--- src/rtl/btb_predictor.sv ---
// btb_predictor: direct-mapped BTB with 2-bit counters for fetch prediction plus EX-side training and mispredict flag.
// Optional BTB_STATS_EN adds resolved-branch and misprediction counters.
module btb_predictor #(
  parameter int BTB_ENTRIES = 16
) (
  input  logic        i_clk,
  input  logic        i_rst_n,
  input  logic [31:0] i_pc_IF,
  output logic        o_pred_taken,
  output logic [31:0] o_pred_target,
  output logic [31:0] o_pc_next,
  input  logic        i_upd_valid,
  input  logic [31:0] i_upd_pc,
  input  logic        i_upd_jump,
  input  logic        i_upd_taken,
  input  logic [31:0] i_upd_target,
  input  logic        i_upd_pred_taken,
  input  logic [31:0] i_upd_pred_target,
  output logic        o_mispred
`ifdef BTB_STATS_EN
  ,
  output logic [31:0] o_num_branch,
  output logic [31:0] o_num_mispred
`endif
);
  localparam int IDX_W = $clog2(BTB_ENTRIES);
  localparam int TAG_W = 30 - IDX_W;
  logic [BTB_ENTRIES-1:0] valid_q;
  logic [TAG_W-1:0]       tag_q    [BTB_ENTRIES];
  logic [31:0]            target_q [BTB_ENTRIES];
  logic [1:0]             ctr_q    [BTB_ENTRIES];
  logic [IDX_W-1:0] if_idx, upd_idx;
  logic             if_hit, upd_hit, upd_we;
  logic [1:0]       ctr_d, ctr_old;
  logic [31:0]      target_d;
  logic             unused_ok;
  assign unused_ok = ^i_upd_pc[1:0];
  assign if_idx        = i_pc_IF[IDX_W+1:2];
  assign if_hit        = valid_q[if_idx] && tag_q[if_idx] == i_pc_IF[31:IDX_W+2];
  assign o_pred_taken  = if_hit & ctr_q[if_idx][1];
  assign o_pred_target = o_pred_taken ? target_q[if_idx] : 32'd0;
  assign o_pc_next     = o_pred_taken ? o_pred_target : i_pc_IF + 32'd4;
  assign o_mispred = i_upd_valid & ((i_upd_taken != i_upd_pred_taken) |
                                    (i_upd_taken & (i_upd_target != i_upd_pred_target)));
  assign upd_idx = i_upd_pc[IDX_W+1:2];
  assign upd_hit = valid_q[upd_idx] && tag_q[upd_idx] == i_upd_pc[31:IDX_W+2];
  assign upd_we  = i_upd_valid & (upd_hit | i_upd_taken);
  assign ctr_old = ctr_q[upd_idx];
  // Misses allocate with a taken-biased counter; hits saturate toward the outcome.
  always_comb begin
    ctr_d    = !upd_hit ? (i_upd_jump ? 2'b11 : 2'b10)
             : i_upd_jump ? 2'b11
             : i_upd_taken ? (ctr_old == 2'b11 ? 2'b11 : ctr_old + 2'd1)
             : (ctr_old == 2'b00 ? 2'b00 : ctr_old - 2'd1);
    target_d = (i_upd_taken | i_upd_jump) ? i_upd_target : target_q[upd_idx];
  end
  always_ff @(posedge i_clk) begin
    if (!i_rst_n) begin
      valid_q <= '0;
      for (int i = 0; i < BTB_ENTRIES; i++) begin
        tag_q[i]    <= '0;
        target_q[i] <= '0;
        ctr_q[i]    <= '0;
      end
    end else if (upd_we) begin
      valid_q[upd_idx]  <= 1'b1;
      tag_q[upd_idx]    <= i_upd_pc[31:IDX_W+2];
      target_q[upd_idx] <= target_d;
      ctr_q[upd_idx]    <= ctr_d;
    end
  end
`ifdef BTB_STATS_EN
  logic [31:0] num_branch_q, num_mispred_q;
  always_ff @(posedge i_clk) begin
    if (!i_rst_n) begin
      num_branch_q  <= '0;
      num_mispred_q <= '0;
    end else begin
      num_branch_q  <= num_branch_q + {31'd0, i_upd_valid};
      num_mispred_q <= num_mispred_q + {31'd0, o_mispred};
    end
  end
  assign o_num_branch  = num_branch_q;
  assign o_num_mispred = num_mispred_q;
`endif
endmodule

--- config.mk ---
export PLATFORM = sky130hd
export DESIGN_NAME = btb_predictor
export DESIGN_NICKNAME = d
export VERILOG_FILES = /design/src/rtl/btb_predictor.sv
export SDC_FILE = /design/constraint.sdc
export NUM_CORES = 2
export LEC_CHECK = 0
export BUFFER_PORTS_ARGS = -buffer_cell sky130_fd_sc_hd__buf_2
export CAP_MARGIN = 20
export CORE_MARGIN = 1.5
export CORE_UTILIZATION = 55
export DETAILED_ROUTE_END_ITERATION = 7
export PLACE_DENSITY = 0.72
export SKIP_LAST_GASP = 1
export SYNTH_ARGS = -nofsm -noshare
export SYNTH_HDL_FRONTEND = slang
export SYNTH_SLANG_ARGS = --single-unit
--- constraint.sdc ---
create_clock -name i_clk -period 6.4 [get_ports i_clk]
set_input_delay 0.64 -clock i_clk [delete_from_list [all_inputs] [get_ports i_clk]]
set_output_delay 0.64 -clock i_clk [all_outputs]
set_load 0.05 [all_outputs]
# Word level (Yosys, flattened, before mapping)
# Memory sizes are Yosys's and may differ from the RTL's.
# Cells that the tools add are included.
dict set report totals {
  rom_bits 0
  in_bits 134
  ram_bits 960
  mem_count 3
  latch_bits 0
  reg_bits 16
}
dict set report classes {
  n_lt_le_gt_ge 3
  shift 0
  mux 28
  bitwise 8
  n_addsub 3
  n_reduce_logical 8
  div 0
  mul 0
  n_eq_ne 6
}
# name words width read_ports rd_clocked_by_memory_dff wr line
set mem_list {}
lappend mem_list {target_q 16 32 1 0 16 30} ;# logic [31:0] target_q [BTB_ENTRIES];
lappend mem_list {tag_q 16 26 2 0 16 29} ;# logic [TAG_W-1:0] tag_q [BTB_ENTRIES];
lappend mem_list {ctr_q 16 2 2 0 16 31} ;# logic [1:0] ctr_q [BTB_ENTRIES];
# cell n
set ops {}
lappend ops {{two-way mux 32 bit} 4}
lappend ops {{== test 26 bit} 2}
lappend ops {{adder 32 x 3 -> 32 bit (second input constant)} 1}
lappend ops {{!= test 32 bit} 1}
lappend ops {{OR reduction 32 bit} 1}
lappend ops {{two-way mux 26 bit} 1}
lappend ops {{OR reduction 26 bit} 1}
lappend ops {{bitwise OR 16 bit} 1}
lappend ops {{two-way mux 2 bit} 6}
lappend ops {{two-way mux 4 bit} 3}
lappend ops {{two-way mux 1 bit} 11}
lappend ops {{< comparator 4 x 5 -> 1 bit (second input constant)} 2}
lappend ops {{binary-select mux 1 bit (select 4 bit)} 2}
lappend ops {{bitwise AND 1 bit} 4}
lappend ops {{demux 1 bit (select 4 bit)} 1}
lappend ops {{>= comparator 4 x 1 -> 1 bit (second input constant)} 1}
lappend ops {{logical AND 1 bit} 3}
lappend ops {{bitwise OR 1 bit} 3}
lappend ops {{adder 2 x 1 -> 2 bit (second input constant)} 1}
lappend ops {{== test 2 bit (second input constant)} 1}
lappend ops {{zero test 2 bit} 1}
lappend ops {{AND reduction 2 bit} 1}
lappend ops {{OR reduction 2 bit} 1}
lappend ops {{subtractor 2 x 1 -> 2 bit (second input constant)} 1}
lappend ops {{other kinds (2)} 2}

# Longest topological paths before layout
dict set report depth {
  ltp_word 11
  mapped_depth 15
  ltp_nobuf 8
}

# Least setup slack after synthesis
# No wires, ideal clock.
dict set report synth_timing {
  path_kind {input to register}
  from {input port i_upd_pc[5]}
  to {memory target_q[10][0], enable pin}
  cell_stages 12
  path_buffers 5
  slack_ns 0.787
  required_time_ns 5.934
  setup_ns 0.466
  arrival_time_ns 5.147
  path_cell_list {buf_2 > buf_2 > buf_2 > buf_2 > mux2i_1 > nor2_1 > mux2_2 > a211oi_1 > o211a_1 > a41oi_2 > clkbuf_1 > o21ai_0}
}
# item line
set synth_rtl {}
lappend synth_rtl {{start, declared} 13} ;# input logic [31:0] i_upd_pc,
lappend synth_rtl {{end, declared} 30}

# Worst setup path in the final report
dict set report layout_timing {
  from {input port i_pc_IF[2]}
  to {output port o_pc_next[4]}
}
dict set report layout_between {
  elab_chain_cells 6
}
# item line
set layout_lines {}
lappend layout_lines {{start, declared} 8} ;# input logic [31:0] i_pc_IF,
lappend layout_lines {{memory (16 x 26 bit) / binary-select mux 1 bit (select 4 bit) (equally long branches)} --}
lappend layout_lines {{== test 26 bit / two-way mux 1 bit (equally long branches)} 39} ;# assign if_hit = valid_q[if_idx] && tag_q[if_idx] == i_pc_IF[31:IDX_W+2];
lappend layout_lines {{logical AND 1 bit} 39}
lappend layout_lines {{bitwise AND 1 bit} 40} ;# assign o_pred_taken = if_hit & ctr_q[if_idx][1];
lappend layout_lines {{two-way mux 32 bit} 41} ;# assign o_pred_target = o_pred_taken ? target_q[if_idx] : 32'd0;
lappend layout_lines {{two-way mux 32 bit (*)} 42} ;# assign o_pc_next = o_pred_taken ? o_pred_target : i_pc_IF + 32'd4;
lappend layout_lines {{end, declared} 11} ;# output logic [31:0] o_pc_next,
# Mark *: on every way between the ends. The rest lies on a longest branch, timed or not. The select of a mux whose other input is x is not followed.

==> flow_summary.json <==
{
  "drive_gt1_share_pct": 30.4,
  "die_area_mm2": 0.0958,
  "syn_to_final_growth_pct": 11.1,
  "avgSynthCellArea_um2": 14.4,
  "p_leak_nw": 17.9,
  "drt_wl_total_um": 166000,
  "arrival_ps": 4690,
  "drc_errors": 0,
  "yosysSeqAreaShare_pct": 56.4,
  "drt_iter0_drc": 5538,
  "outcome": "finished, final reports clean",
  "cap_viol_max_count": 0,
  "multi_input_area_mm2": 0.0209,
  "hold_class": "input port to register",
  "worst_pin_slew_ps": 1100,
  "top_usage_layer": "met2",
  "dp_hpwl_um": 98000,
  "synth_ff_type": "edfxtp_1",
  "antenna_found_initial": 22,
  "finalCriticalPeriod_ps": 5330,
  "first_pass_iters": 8,
  "grt_pass1_wl_um": 237000,
  "synthArstFlopShare_pct": 0,
  "io_pins": 200,
  "startpoint_type": "input port",
  "tns_ps": 0,
  "overflow": 0,
  "regToRegEndpoint": "tag_q[11][17]",
  "grt_max_degree": 118,
  "initial_utilization_pct": 55.5,
  "fin_worst_skew_ps": 35.9,
  "cp-startpoint": "i_pc_IF[2]",
  "track_usage_pct": 34.7,
  "ys_ff_latch": 976,
  "clk_latency_ps": 690,
  "grt_util_met3_pct": 11.7,
  "clock.fmax_mhz": 188,
  "cts_max_path_buffers": 3,
  "synth_area_mm2": 0.0517,
  "ctsResizeCount": 0,
  "antenna_left": 0,
  "grt_use_met2_pct": 51.4,
  "fp.dieW_um": 310,
  "htree_levels": 3,
  "cp_max_fo": 65,
  "critPathKind": "input port to primary output",
  "netlist_instances": 3601,
  "routed-via-count": 35349,
  "ys_warn_count": 0,
  "power_density_mw_per_mm2": 263,
  "rsz0062_at_grt": "no",
  "setup_viol": 0,
  "rows": 112,
  "cts.sink_count": 976,
  "cts_buffers": 97,
  "routed_via_density": 7.10,
  "hold_viol": 0,
  "ctsHoldBuffers": 0,
  "hold_end": "target_q[14][3]",
  "wl_per_cell_um": 33.4,
  "end_kind": "primary output",
  "hold_start": "i_upd_target[3]",
  "clk_pin_slew_ps": 60,
  "relSlewSlack_pct": 26.7,
  "postCtsSetupBuffers": 0,
  "core_mm2": 0.0932,
  "port_buffers": 197,
  "die_h_um": 310,
  "syn_nets": 3736,
  "cts_tree": "yes",
  "met1_usage_pct": 47.1,
  "power_mw": 15.1,
  "final_core_util_pct": 61.6,
  "cts_root_buffer": "clkbuf_16",
  "reg2reg_from": "tag_q[15][9]",
  "gp_congestion": 0.985,
  "cp.required_ps": 5760,
  "worstHoldPathCells": 3,
  "regArea_mm2": 0.0291,
  "ir_drop_v": 0.000203,
  "slew_viol_final": 0,
  "synth-edff-count": 960,
  "finalCritPeriodShare_pct": 83.3,
  "reg2reg_depth": 11,
  "rrSetupSlack_ps": 1840,
  "ys_types": 68,
  "grt_pass1_vias": 34091,
  "nets": 3771,
  "nFillCells": 6911
}
==> worst max-delay path by stage <==
stage	end	slack, ps	cells past startpoint
finish	o_pc_next[4]	1070	11
global route	o_pc_next[21]	840	8
CTS	o_pc_next[21]	1010	8
detailed placement	o_pc_next[21]	1040	8
global placement	o_pc_next[21]	1070	8
floorplan	target_q[10][0]	790	12
==> cells by family (layout without fill, tap and decap cells) <==
logic type | after synthesis | count (layout) | synth area share [%]
multiplexers | 531 | 531 | 19.0
AO/OA/AOI/OAI | 200 | 200 | 2.58
adder cells (fa/ha/maj) | 3 | 3 | 0.0629
buffers and inverters | 430 | 547 | 4.15
XOR/XNOR | 104 | 104 | 1.76
AND/OR/NAND/NOR | 1357 | 1357 | 16.1
other | 0 | 7 | 0
flip-flops | 976 | 976 | 56.4
==> cell usage in the layout (no fill, tap or decap), types with 30 or more instances in the layout <==
master / netlist / layout
edfxtp_1: 960 / 960
clkinv_1: 8 / 35
mux2i_1: 130 / 130
o21ai_0: 66 / 42
mux4_2: 354 / 354
nor2_1: 37 / 35
buf_2: 111 / 189
nand2_1: 221 / 205
clkbuf_16: 0 / 98
buf_4: 45 / 115
and2_1: 31 / 30
xor2_1: 52 / 52
xnor2_1: 52 / 52
nor3b_2: 210 / 210
nor3_1: 714 / 714
o21ai_4: 0 / 32
nor3b_1: 47 / 47
buf_12: 0 / 38
==> routing by layer <==
metal  vias up  part of all wire, %
met5         -                0.082
met4        22                  4.4
met3       469                   15
met2      2747                   45
met1     17784                   36
li1      14327                    -
==> area by class of cell <==
type,count,area share (%)
multi-input cells,2195,36.4
repair buffers,346,4.57
diodes,7,0.0305
clock buffers,123,4.50
clock inverters,58,0.880
flip-flops and latches,976,50.7
well taps,1254,2.73
inverters,20,0.135
==> critical path: stages <==
cell,delay (ps)
buf_8,530
buf_4,440
mux4_2,550
mux2i_1,460
nor2_1,80
a2111oi_0,410
a21oi_1,200
nor4_4,360
buf_12,340
mux2_2,390
buf_2,210
==> cells in the mapped netlist, types with 3 or more instances <==
library cell    n  share of area (%)
o22ai_1        14               0.17
a31oi_1         4              0.048
mux4_2        354                 15
a211oi_1        4              0.058
dfxtp_1        16               0.62
nand4_1        15               0.18
a22oi_1        17               0.25
mux2_2         24               0.52
nor2b_1        18               0.22
o21ai_0        66               0.64
clkbuf_1      215                1.6
buf_4          45               0.65
o21ai_1         9              0.087
xnor2_1        52               0.88
buf_6          28               0.61
nor4_1         11               0.13
buf_1          10              0.073
and2_1         31               0.38
and3_1          9               0.11
nor2_1         37               0.27
mux2_1         23               0.50
o221ai_1        7               0.12
a221oi_1       11               0.19
xor2_1         52               0.88
o31ai_1         3              0.044
a22o_1         15               0.25
buf_2         111                1.1
edfxtp_1      960                 56
nand3_1        27               0.26
a221o_1         3              0.058
o211ai_1        5              0.073
nor3_1        714                6.9
nor3b_2       210                5.1
o2111ai_1       3              0.051
mux2i_1       130                2.5
nand2b_1        6              0.073
inv_1          12              0.087
and4_1          4              0.068
a21oi_1        19               0.18
nor3b_1        47               0.68
clkinv_1        8              0.058
nand2_1       221                1.6
==> flip-flops by register name, summed over array words and instances, names as in the netlist <==
| register | cells |
|---|---|
| target_q | 512 |
| valid_q | 16 |
| ctr_q | 32 |
| tag_q | 416 |
==> metrics by stage <==
stage	worst slack [ps]	area (µm²)	std cells	hold slack [ps]
2_1_floorplan	787	51700	3601	441
3_3_place_gp	1070	54300	4791	456
3_5_place_dp	1040	54300	4791	467
4_1_cts	1010	57400	4972	426
5_1_grt	840	57400	4975	467
6_report	1070	57400	4979	454
==> report_power, final <==
part / switching [mW] / internal [mW] / total, mW
clock network: 2.51 / 3.12 / 5.63
logic: 1.26 / 0.730 / 1.99
registers: 0.136 / 7.35 / 7.49
total: 3.91 / 11.2 / 15.1
Note: power is estimated with default switching activity, not from simulation.
